**src/rtl/prl_tx_sequencer_pkg.sv**
```systemverilog
// rtl/prl_tx_sequencer_pkg.sv - shared types and constants for the PD protocol-layer transmit sequencer
package prl_pkg;

  localparam int MSGID_W         = 3;
  localparam int RETRY_MAX_DEF   = 3;
  localparam int CRC_TIMEOUT_DEF = 6;

  localparam logic [2:0] TX_SOP        = 3'd0;
  localparam logic [2:0] TX_SOP_P      = 3'd1;
  localparam logic [2:0] TX_SOP_PP     = 3'd2;
  localparam logic [2:0] TX_SOP_DBG_P  = 3'd3;
  localparam logic [2:0] TX_SOP_DBG_PP = 3'd4;
  localparam logic [2:0] TX_MAX_VALID  = 3'd5;

  typedef enum logic [3:0] {
    ST_IDLE           = 4'd0,
    ST_RESET_RETRY    = 4'd1,
    ST_CONSTRUCT      = 4'd2,
    ST_SEND           = 4'd3,
    ST_WAIT_PHY       = 4'd4,
    ST_WAIT_CRC       = 4'd5,
    ST_CHECK_RETRY    = 4'd6,
    ST_REPORT_SUCCESS = 4'd7,
    ST_REPORT_FAILURE = 4'd8
  } prl_state_e;

endpackage

```
**src/rtl/prl_tx_sequencer_if.sv**
```systemverilog
// rtl/prl_tx_sequencer_if.sv - request, builder, PHY and GoodCRC signals of the transmit sequencer
interface prl_tx_sequencer_if;
  import prl_pkg::*;

  logic               TX_REQ;
  logic [2:0]         TRANSMIT;
  logic               PHY_DONE;
  logic               GOODCRC_VALID;
  logic [MSGID_W-1:0] GOODCRC_MSGID;
  logic               MSGID_RESET;
  logic               RX_MSG_ARRIVED;
  logic [2:0]         TX_TYPE;
  logic               BUILD_LOAD;
  logic [MSGID_W-1:0] BUILD_MSGID;
  logic               PHY_START;
  logic               TX_BUSY;
  logic               TX_SUCCESS;
  logic               TX_FAILED;
  logic               TX_REJECT;
  logic               TX_DISCARDED;

  modport master (
    output TX_REQ, TRANSMIT, PHY_DONE, GOODCRC_VALID, GOODCRC_MSGID, MSGID_RESET, RX_MSG_ARRIVED,
    input  TX_TYPE, BUILD_LOAD, BUILD_MSGID, PHY_START, TX_BUSY, TX_SUCCESS, TX_FAILED,
           TX_REJECT, TX_DISCARDED
  );

  modport slave (
    input  TX_REQ, TRANSMIT, PHY_DONE, GOODCRC_VALID, GOODCRC_MSGID, MSGID_RESET, RX_MSG_ARRIVED,
    output TX_TYPE, BUILD_LOAD, BUILD_MSGID, PHY_START, TX_BUSY, TX_SUCCESS, TX_FAILED,
           TX_REJECT, TX_DISCARDED
  );

endinterface

```
**src/rtl/prl_tx_sequencer_crc_timer.sv**
```systemverilog
// rtl/prl_tx_sequencer_crc_timer.sv - loadable down-counter used as CRCReceiveTimer
module prl_crc_timer #(
  parameter int TIMER_W = 8
) (
  input  logic               clk,
  input  logic               rst_n,
  input  logic               load,
  input  logic [TIMER_W-1:0] value,
  input  logic               en,
  output logic               expired
);

  logic [TIMER_W-1:0] r_count;

  always_ff @(posedge clk or negedge rst_n) begin
    if (!rst_n) begin
      r_count <= '0;
    end else if (load) begin
      r_count <= value;
    end else if (en && r_count != '0) begin
      r_count <= r_count - TIMER_W'(1);
    end
  end

  // Expiry is flagged in the last counting cycle so the owner spends exactly 'value' cycles waiting
  assign expired = (r_count == TIMER_W'(1));

endmodule

```
**src/rtl/prl_tx_sequencer.sv**
```systemverilog
// rtl/prl_tx_sequencer.sv - PD transmit sequencer: build, send, GoodCRC wait, retry, report (option: PRL_TX_DISCARD_EN)
module prl_tx_sequencer
  import prl_pkg::*;
#(
  parameter int RETRY_MAX   = RETRY_MAX_DEF,
  parameter int CRC_TIMEOUT = CRC_TIMEOUT_DEF,
  parameter int TIMER_W     = 8
) (
  input logic               CLK,
  input logic               RESET_L,
  prl_tx_sequencer_if.slave bus
);

  localparam int RC_W = $clog2(RETRY_MAX + 2);

  prl_state_e         r_state;
  logic [MSGID_W-1:0] r_msg_id;
  logic [RC_W-1:0]    r_retry_cnt;
  logic [2:0]         r_tx_type;
  logic               r_build_load;
  logic [MSGID_W-1:0] r_build_msgid;
  logic               r_phy_start;
  logic               r_busy;
  logic               r_tx_success;
  logic               r_tx_failed;
  logic               r_tx_reject;
  logic               r_tx_discarded;

  logic w_discard;
  logic w_match;
  logic w_timer_load;
  logic w_timer_en;
  logic w_timer_expired;

`ifdef PRL_TX_DISCARD_EN
  assign w_discard = bus.RX_MSG_ARRIVED;
`else
  assign w_discard = 1'b0;
`endif

  assign w_match      = bus.GOODCRC_VALID && (bus.GOODCRC_MSGID == r_msg_id);
  assign w_timer_load = (r_state == ST_WAIT_PHY) && bus.PHY_DONE;
  assign w_timer_en   = (r_state == ST_WAIT_CRC);

  prl_crc_timer #(.TIMER_W(TIMER_W)) u_crc_timer (
    .clk     (CLK),
    .rst_n   (RESET_L),
    .load    (w_timer_load),
    .value   (TIMER_W'(CRC_TIMEOUT)),
    .en      (w_timer_en),
    .expired (w_timer_expired)
  );

  always_ff @(posedge CLK or negedge RESET_L) begin
    if (!RESET_L) begin
      r_state        <= ST_IDLE;
      r_msg_id       <= '0;
      r_retry_cnt    <= '0;
      r_tx_type      <= '0;
      r_build_load   <= 1'b0;
      r_build_msgid  <= '0;
      r_phy_start    <= 1'b0;
      r_busy         <= 1'b0;
      r_tx_success   <= 1'b0;
      r_tx_failed    <= 1'b0;
      r_tx_reject    <= 1'b0;
      r_tx_discarded <= 1'b0;
    end else begin
      r_build_load   <= 1'b0;
      r_build_msgid  <= '0;
      r_phy_start    <= 1'b0;
      r_tx_success   <= 1'b0;
      r_tx_failed    <= 1'b0;
      r_tx_reject    <= 1'b0;
      r_tx_discarded <= 1'b0;

      // Outputs are registered with the transition so each one is high exactly while in its state
      case (r_state)
        ST_IDLE: begin
          if (bus.TX_REQ) begin
            if (bus.TRANSMIT <= TX_MAX_VALID) begin
              r_tx_type <= bus.TRANSMIT;
              r_busy    <= 1'b1;
              r_state   <= ST_RESET_RETRY;
            end else begin
              r_tx_reject <= 1'b1;
            end
          end
        end
        ST_RESET_RETRY: begin
          r_retry_cnt   <= '0;
          r_build_load  <= 1'b1;
          r_build_msgid <= bus.MSGID_RESET ? '0 : r_msg_id;
          r_state       <= ST_CONSTRUCT;
        end
        ST_CONSTRUCT, ST_SEND, ST_WAIT_PHY: begin
          if (w_discard) begin
            r_tx_discarded <= 1'b1;
            r_busy         <= 1'b0;
            r_state        <= ST_IDLE;
          end else if (r_state == ST_CONSTRUCT) begin
            r_phy_start <= 1'b1;
            r_state     <= ST_SEND;
          end else if (r_state == ST_SEND) begin
            r_state <= ST_WAIT_PHY;
          end else if (bus.PHY_DONE) begin
            r_state <= ST_WAIT_CRC;
          end
        end
        ST_WAIT_CRC: begin
          if (w_match) begin
            r_tx_success <= 1'b1;
            r_state      <= ST_REPORT_SUCCESS;
          end else if (w_discard) begin
            r_tx_discarded <= 1'b1;
            r_busy         <= 1'b0;
            r_state        <= ST_IDLE;
          end else if (w_timer_expired) begin
            r_state <= ST_CHECK_RETRY;
          end
        end
        ST_CHECK_RETRY: begin
          if (r_retry_cnt < RC_W'(RETRY_MAX)) begin
            r_retry_cnt   <= r_retry_cnt + RC_W'(1);
            r_build_load  <= 1'b1;
            r_build_msgid <= bus.MSGID_RESET ? '0 : r_msg_id;
            r_state       <= ST_CONSTRUCT;
          end else begin
            r_tx_failed <= 1'b1;
            r_state     <= ST_REPORT_FAILURE;
          end
        end
        ST_REPORT_SUCCESS, ST_REPORT_FAILURE: begin
          r_msg_id <= r_msg_id + MSGID_W'(1);
          r_busy   <= 1'b0;
          r_state  <= ST_IDLE;
        end
        default: begin
          r_busy  <= 1'b0;
          r_state <= ST_IDLE;
        end
      endcase

      // Soft reset of the MessageID overrides a same-cycle report increment
      if (bus.MSGID_RESET) begin
        r_msg_id <= '0;
      end
    end
  end

  assign bus.TX_TYPE      = r_tx_type;
  assign bus.BUILD_LOAD   = r_build_load;
  assign bus.BUILD_MSGID  = r_build_msgid;
  assign bus.PHY_START    = r_phy_start;
  assign bus.TX_BUSY      = r_busy;
  assign bus.TX_SUCCESS   = r_tx_success;
  assign bus.TX_FAILED    = r_tx_failed;
  assign bus.TX_REJECT    = r_tx_reject;
  assign bus.TX_DISCARDED = r_tx_discarded;

endmodule

```
**src/flat_wrapper.sv**
```systemverilog
// flat-port wrapper written by rule: the top's interface ports become plain ports
module prl_tx_sequencer_flat import prl_pkg::*;
#(
  parameter int RETRY_MAX   = RETRY_MAX_DEF,
  parameter int CRC_TIMEOUT = CRC_TIMEOUT_DEF,
  parameter int TIMER_W     = 8
)
  (CLK, RESET_L, bus_TX_REQ, bus_TRANSMIT, bus_PHY_DONE, bus_GOODCRC_VALID, bus_GOODCRC_MSGID, bus_MSGID_RESET, bus_RX_MSG_ARRIVED, bus_TX_TYPE, bus_BUILD_LOAD, bus_BUILD_MSGID, bus_PHY_START, bus_TX_BUSY, bus_TX_SUCCESS, bus_TX_FAILED, bus_TX_REJECT, bus_TX_DISCARDED);
  prl_tx_sequencer_if bus_i ();
  input logic CLK;
  input logic RESET_L;
  input wire logic [$bits(bus_i.TX_REQ)-1:0] bus_TX_REQ;
  input wire logic [$bits(bus_i.TRANSMIT)-1:0] bus_TRANSMIT;
  input wire logic [$bits(bus_i.PHY_DONE)-1:0] bus_PHY_DONE;
  input wire logic [$bits(bus_i.GOODCRC_VALID)-1:0] bus_GOODCRC_VALID;
  input wire logic [$bits(bus_i.GOODCRC_MSGID)-1:0] bus_GOODCRC_MSGID;
  input wire logic [$bits(bus_i.MSGID_RESET)-1:0] bus_MSGID_RESET;
  input wire logic [$bits(bus_i.RX_MSG_ARRIVED)-1:0] bus_RX_MSG_ARRIVED;
  output wire logic [$bits(bus_i.TX_TYPE)-1:0] bus_TX_TYPE;
  output wire logic [$bits(bus_i.BUILD_LOAD)-1:0] bus_BUILD_LOAD;
  output wire logic [$bits(bus_i.BUILD_MSGID)-1:0] bus_BUILD_MSGID;
  output wire logic [$bits(bus_i.PHY_START)-1:0] bus_PHY_START;
  output wire logic [$bits(bus_i.TX_BUSY)-1:0] bus_TX_BUSY;
  output wire logic [$bits(bus_i.TX_SUCCESS)-1:0] bus_TX_SUCCESS;
  output wire logic [$bits(bus_i.TX_FAILED)-1:0] bus_TX_FAILED;
  output wire logic [$bits(bus_i.TX_REJECT)-1:0] bus_TX_REJECT;
  output wire logic [$bits(bus_i.TX_DISCARDED)-1:0] bus_TX_DISCARDED;
  assign bus_i.TX_REQ = bus_TX_REQ;
  assign bus_i.TRANSMIT = bus_TRANSMIT;
  assign bus_i.PHY_DONE = bus_PHY_DONE;
  assign bus_i.GOODCRC_VALID = bus_GOODCRC_VALID;
  assign bus_i.GOODCRC_MSGID = bus_GOODCRC_MSGID;
  assign bus_i.MSGID_RESET = bus_MSGID_RESET;
  assign bus_i.RX_MSG_ARRIVED = bus_RX_MSG_ARRIVED;
  assign bus_TX_TYPE = bus_i.TX_TYPE;
  assign bus_BUILD_LOAD = bus_i.BUILD_LOAD;
  assign bus_BUILD_MSGID = bus_i.BUILD_MSGID;
  assign bus_PHY_START = bus_i.PHY_START;
  assign bus_TX_BUSY = bus_i.TX_BUSY;
  assign bus_TX_SUCCESS = bus_i.TX_SUCCESS;
  assign bus_TX_FAILED = bus_i.TX_FAILED;
  assign bus_TX_REJECT = bus_i.TX_REJECT;
  assign bus_TX_DISCARDED = bus_i.TX_DISCARDED;
  prl_tx_sequencer #(.RETRY_MAX(RETRY_MAX), .CRC_TIMEOUT(CRC_TIMEOUT), .TIMER_W(TIMER_W)) u_core (.CLK(CLK), .RESET_L(RESET_L), .bus(bus_i));
endmodule
```
**config.mk**
```make
export PLATFORM = sky130hd
export DESIGN_NAME = prl_tx_sequencer_flat
export DESIGN_NICKNAME = d
export VERILOG_FILES = /design/src/rtl/prl_tx_sequencer_pkg.sv /design/src/rtl/prl_tx_sequencer_if.sv /design/src/rtl/prl_tx_sequencer_crc_timer.sv /design/src/rtl/prl_tx_sequencer.sv /design/src/flat_wrapper.sv
export SDC_FILE = /design/constraint.sdc
export NUM_CORES = 1
export LEC_CHECK = 0
export CAP_MARGIN = 20
export CORE_MARGIN = 3
export CORE_UTILIZATION = 23
export CTS_BUF_LIST = sky130_fd_sc_hd__clkbuf_16
export DETAILED_ROUTE_END_ITERATION = 12
export GPL_ROUTABILITY_DRIVEN = 0
export SYNTH_ARGS = -nofsm -noshare
export SYNTH_HDL_FRONTEND = slang
export SYNTH_SLANG_ARGS = --single-unit
```
**constraint.sdc**
```tcl
create_clock -name CLK -period 2.38 [get_ports CLK]
set_input_delay 0.238 -clock CLK [delete_from_list [all_inputs] [get_ports CLK]]
set_output_delay 0.238 -clock CLK [all_outputs]
set_load 0.03 [all_outputs]
```
# Word level (Yosys, flattened, before mapping)
# Cells that the tools add are included.
totals:
  elab_cells: 80
  in_bits: 13
  out_inout_bits: 13
  ff_bits: 30
op_classes:
  mux: 32
  n_reduce_logical: 15
  n_bitwise: 1
  n_lt_le_gt_ge: 2
  eq_ne: 15
  addsub: 3
op_table:
  columns: ["operator", "n"]
  rows:
  - ["$mux 4", 8]
  - ["$pmux 4 s5", 1]
  - ["$eq 4x3->1 const B", 4]
  - ["$mux 8", 2]
  - ["$mux 3", 5]
  - ["$mux 1", 12]
  - ["$pmux 3 s2", 2]
  - ["$eq 4x2->1 const B", 2]
  - ["$eq 8x1->1 const B", 1]
  - ["$reduce_bool 8->1", 1]
  - ["$sub 8x1->8 const B", 1]
  - ["$add 3x1->3 const B", 2]
  - ["$reduce_and 3->1", 2]
  - ["$reduce_bool 2->1", 3]
  - ["$reduce_or 6->1", 1]
  - ["$eq 4x1->1 const B", 1]
  - ["$eq 4x4->1 const B", 1]
  - ["$logic_not 4->1", 1]
  - ["$ne 2x1->1 const B", 2]
  - ["$ne 4x2->1 const B", 1]
  - ["$pmux 1 s2", 2]
  - ["$reduce_and 4->1", 1]
  - ["$eq 3x3->1", 1]
  - ["$le 3x3->1 const B", 1]
  - ["8 further kinds", 10]

# Depth between registers and ports, before layout
depth:
  ltp_word: 4
  mapped_depth: 6
  mapped_depth_nobuf: 6

# Modules after synthesis
# Synthesis repeated with hierarchy kept, for this count alone.
hier_totals:
  hier_cells: 163
  hier_area_um2: 1664.1
modules_own_cells:
  columns: ["module", "seq_area_each_um2", "cells_per_inst", "n_inst", "area_each_um2"]
  rows:
  - ["prl_tx_sequencer", 550.5, 99, 1, 1089.8]
  - ["prl_crc_timer", 200.2, 64, 1, 574.3]

# Least setup slack after synthesis
# OpenSTA, ideal clock, no wires.
synth_path:
  kind: "register -> register"
  start: "register u_core.u_crc_timer.r_count[0]"
  end: "register u_core.u_crc_timer.r_count[2]"
  arrival_ns: 1.531
  stages_incl_launch_ff: 7
  slack_ns: 0.726
  synth_period_minus_slack_ns: 1.654
  setup_time_ns: 0.123
  path_buffers: 0
  required_time_ns: 2.257
  path_cell_list: "dfrtp_1 > inv_1 > ha_1 > or4b_4 > o211ai_4 > xor2_1 > nand2_1"
synth_via:
  elab_chain_len: 3
  elab_cells_between_ends: 6
  cone_classes: "1 x add/sub; 2 x mux; 3 x reduce/logical"
synth_rtl:
  columns: ["element", "line_no", "text"]
  rows:
  - ["from (decl)", "prl_tx_sequencer_crc_timer.sv:13", "logic [TIMER_W-1:0] r_count;"]
  - ["from (signal assigned)", "prl_tx_sequencer_crc_timer.sv:19", "r_count <= value;"]
  - ["from (signal assigned)", "prl_tx_sequencer_crc_timer.sv:21", "r_count <= r_count - TIMER_W'(1);"]
  - ["$sub 8x1->8 / $reduce_bool 8->1 (equally long branches)", "prl_tx_sequencer_crc_timer.sv:21, prl_tx_sequencer_crc_timer.sv:20", null]
  - ["$mux 8 / $logic_and 1x1->1 (equally long branches)", "prl_tx_sequencer_crc_timer.sv:20", "end else if (en && r_count != '0) begin"]
  - ["$mux 8 / $reduce_bool 2->1 (equally long branches)", null, null]
# Parallel ways exist; a longest one is shown, timed or not. The select of a mux whose other input is x is not followed.
# A chain may end at the register's enable or synchronous reset.

# Worst setup path in the final report
# Ends and elaborated chain as after synthesis.

==> results by group <==
Setup path
  • Critical path cell sequence: inv_1 -> ha_1 -> or4b_4 -> o211ai_4 -> xor2_1 -> nand2_1
  • Slowest CP cell: or4b_4
  • Crit-path max cell delay: approximately 0.50 ns
  • Buf/Inv on CP: 1
  • Critical path endpoint category: register
  • Crit Path Class: reg2reg
  • Startpoint types: register
  • CP Launch Point: u_core.u_crc_timer.r_count[0]$_DFFE_PN0P_
  • Required @ worst endpoint: approximately 2.5 ns
  • Worst-path maximum fanout: 5
  • Arr. time, crit path: 1.93 ns
  • CP top delay family: simple AND/OR/NAND/NOR gates
  • Reg2reg start: u_core.u_crc_timer.r_count[0]$_DFFE_PN0P_

Floorplan
  • Die H: 86.6 microns
  • CORE AREA: 6100 sq um
  • I/O pins: 26
  • Die area: about 7500 sq um
  • Die width: 86.6 microns
  • Cell Rows: 28
  • Initial core utilization: 24.5%

Power
  • Comb power frac: between 30% and 40%
  • Sequential power share: 36.2%
  • Max VDD drop: 0.462 mV
  • Power Density: 1190 nW/um^2
  • Final Power: roughly 2.3 mW
  • Leakage: 0.833 nW
  • Internal power: roughly 1.5 mW
  • Sw frac: approximately a third
  • Clock Power Share: between 30% and 40%
  • Switching power: 0.816 mW

STA
  • Final Max Slew Viols: 0
  • Min cycle time layout: 1.77 ns
  • Final hold viol count: 0
  • Worst Skew: around 0.0037 ns
  • Fmax: ~560 MHz
  • Final setup viols: 0
  • Setup TNS: 0 ns
  • Tcrit/Tclk final: 74.5%
  • Setup repair after global routing missed its margin: false

Min path
  • Hold/Removal Path Class: in2async

GRT
  • GRT Overall Usage: 8.80%
  • Total grt overflow: 0
  • Largest net degree at the start of global routing: 31
  • Initial antenna violation count: 0
  • First-pass GRT wire length: slightly above 5 mm
  • Vias in the first global route: 1113

Finish
  • Layout Nets: roughly 180
  • Area of the multi-input gates: ~690 sq um
  • N_diodes: 0
  • Reg area: ~750 sq um
  • Layout cells sized above 1: 11.5%
  • P&R area growth vs syn: 30.7%
  • FILL cells: 646

Route
  • Total number of vias: 1076
  • Final wirelength: 2.90 mm
  • Initial DRC count: 39
  • DRC: 0
  • Pre-antenna DRT Iters: 4
  • Post-DR wirelength/cell: 12.1 microns
  • Post-route ant nets: 0
  • Via density: 4.48

Logic synthesis
  • Flops & latches, synth: 30
  • Synth area leaders: dfrtp_1 (50%), nor2_1 (4.5%), ha_1 (4.2%)
  • Share of the synthesized area in the top cell type: between 50% and 60%
  • Synth area leader: dfrtp_1
  • Sequential area share after synthesis: slightly above 50%
  • Cell count after synthesis: 139
  • Mapped Area: 1490 sq um
  • Synthesis Warnings: 0
  • Ys async rst share: 100%
  • Cell variety after synth: 44
  • Syn Nets: roughly 160
  • Number of synthesized flops with an enable pin: 0
  • Syn avg cell area: 10.7 sq um
  • Main synth FF type: dfrtp_1

Clock tree
  • Clock-pin slew on the worst setup and hold paths: 0.05 ns
  • Number of CTS-inserted buffers: 5
  • Hold buffer count at cts: 0
  • Clk buf depth: 2
  • H-Tree Depth: 2
  • CTS tree: done
  • Setup repair bufs after CTS: 0
  • CTS root buffer: clkbuf_16
  • Clock latency on the worst-skew pair: 0.27 ns
  • Clk sinks: 30
  • Post_cts resized: 0

Place
  • Post-DP HPWL: about 2.1 mm
  • Port Buffers: 23

Run status
  • Status: finished, final reports clean

Flow run
  • Number of max-cap violations: 0
flip-flops by register name, indices dropped and copies added, names as in the netlist:
register,count
u_core.bus.TX_SUCCESS,1
u_core.u_crc_timer.r_count,8
u_core.bus.TX_TYPE,3
u_core.bus.TX_FAILED,1
u_core.r_msg_id,3
u_core.bus.TX_REJECT,1
u_core.bus.BUILD_LOAD,1
u_core.r_retry_cnt,3
u_core.bus.BUILD_MSGID,3
u_core.r_state,4
u_core.bus.TX_BUSY,1
u_core.bus.PHY_START,1
cell usage after synthesis, types with 3 or more instances:
| master | number |
|---|---|
| nand2_1 | 9 |
| xnor2_1 | 4 |
| inv_1 | 4 |
| nor3b_1 | 4 |
| xor2_1 | 5 |
| a21oi_1 | 4 |
| buf_2 | 3 |
| nor2_1 | 18 |
| nand4_1 | 4 |
| mux2_2 | 3 |
| a22o_1 | 3 |
| ha_1 | 5 |
| nand3_1 | 3 |
| dfrtp_1 | 30 |
per-layer routing:
layer  share of wire [%]  vias up  GRT usage, %
met5                   0        -             0
li1                    -      536             -
met3                 5.8        5          3.80
met2                  49       17          13.8
met4                 1.9        0          3.82
met1                  43      518          10.5
cell type report:
class	count	share of cell area [%]
inverters	4	0.769
clock buffers	5	6.41
well taps	75	4.80
flip-flops and latches	30	38.4
repair buffers	24	12.2
multi-input cells	99	35.4
clock inverters	3	2.05
per-stage QoR:
stage	utilization, %	instances	cell area [sq um]	setup WS [ns]	hold WS, ns
after detailed placement	29.3	232	1790	0.623	0.479
final	32.0	240	1950	0.607	0.359
after global routing	32.0	240	1950	0.474	0.410
after global placement	29.3	232	1790	0.619	0.477
after CTS	32.0	240	1950	0.605	0.379
after floorplan	-	139	1490	0.726	-0.0576
path summary, 6_finish.rpt:
kind / to / slack (ns) / cells after the start
max: u_core.u_crc_timer.r_count[2]$_DFFE_PN0P_ / 0.61 / 6
min: u_core.bus.BUILD_MSGID[2]$_DFF_PN0_ / 0.36 / 2
max reg2reg: u_core.u_crc_timer.r_count[2]$_DFFE_PN0P_ / 0.61 / 6
min reg2reg: u_core.bus.TX_TYPE[1]$_DFFE_PN0P_ / 0.48 / 1
max in group asynchronous: u_core.u_crc_timer.r_count[2]$_DFFE_PN0P_ / 1.74 / 2
min in group CLK: u_core.bus.TX_TYPE[1]$_DFFE_PN0P_ / 0.48 / 1
cell families after synthesis:
logic type      Yosys count  share of synthesized area (%)
compound gates           19                           10.1
xor+xnor                  9                           5.28
fa+ha+maj                 5                           4.19
buf+inv                  10                           3.52
flops                    30                           50.3
mux                       5                           3.60
other cells               1                          0.251
simple gates             60                           22.9
power by group through the flow:
stage | sequential (mW) | combinational, mW | clock [mW]
3_5_place_dp | 0.853 | 0.787 | 0
4_1_cts | 0.844 | 0.792 | 0.731
6_report | 0.843 | 0.780 | 0.706
2_1_floorplan | 0.873 | 0.532 | 0
5_1_grt | 0.878 | 0.877 | 0.752
3_3_place_gp | 0.851 | 0.773 | 0
cell usage in the layout, fill, tap and decap left out, types with 2 or more instances in the layout:
cell              n
clkinv_2          2
clkbuf_16         5
mux2i_1           2
nor2b_1           2
nand3_1           3
nand2b_1          2
o211ai_1          2
xor2_1            5
or4_1             2
o21ai_0           2
a22o_1            3
nor4_1            2
ha_1              5
o22a_1            2
mux2_2            3
nor3b_1           4
nor3_1            2
and3_1            2
a21oi_1           4
inv_1             4
dfrtp_1          30
clkdlybuf4s50_1  23
xnor2_1           4
nor2_1           18
nand2_1           9
nand4_1           4
Note: power is estimated with default switching activity, not from simulation.
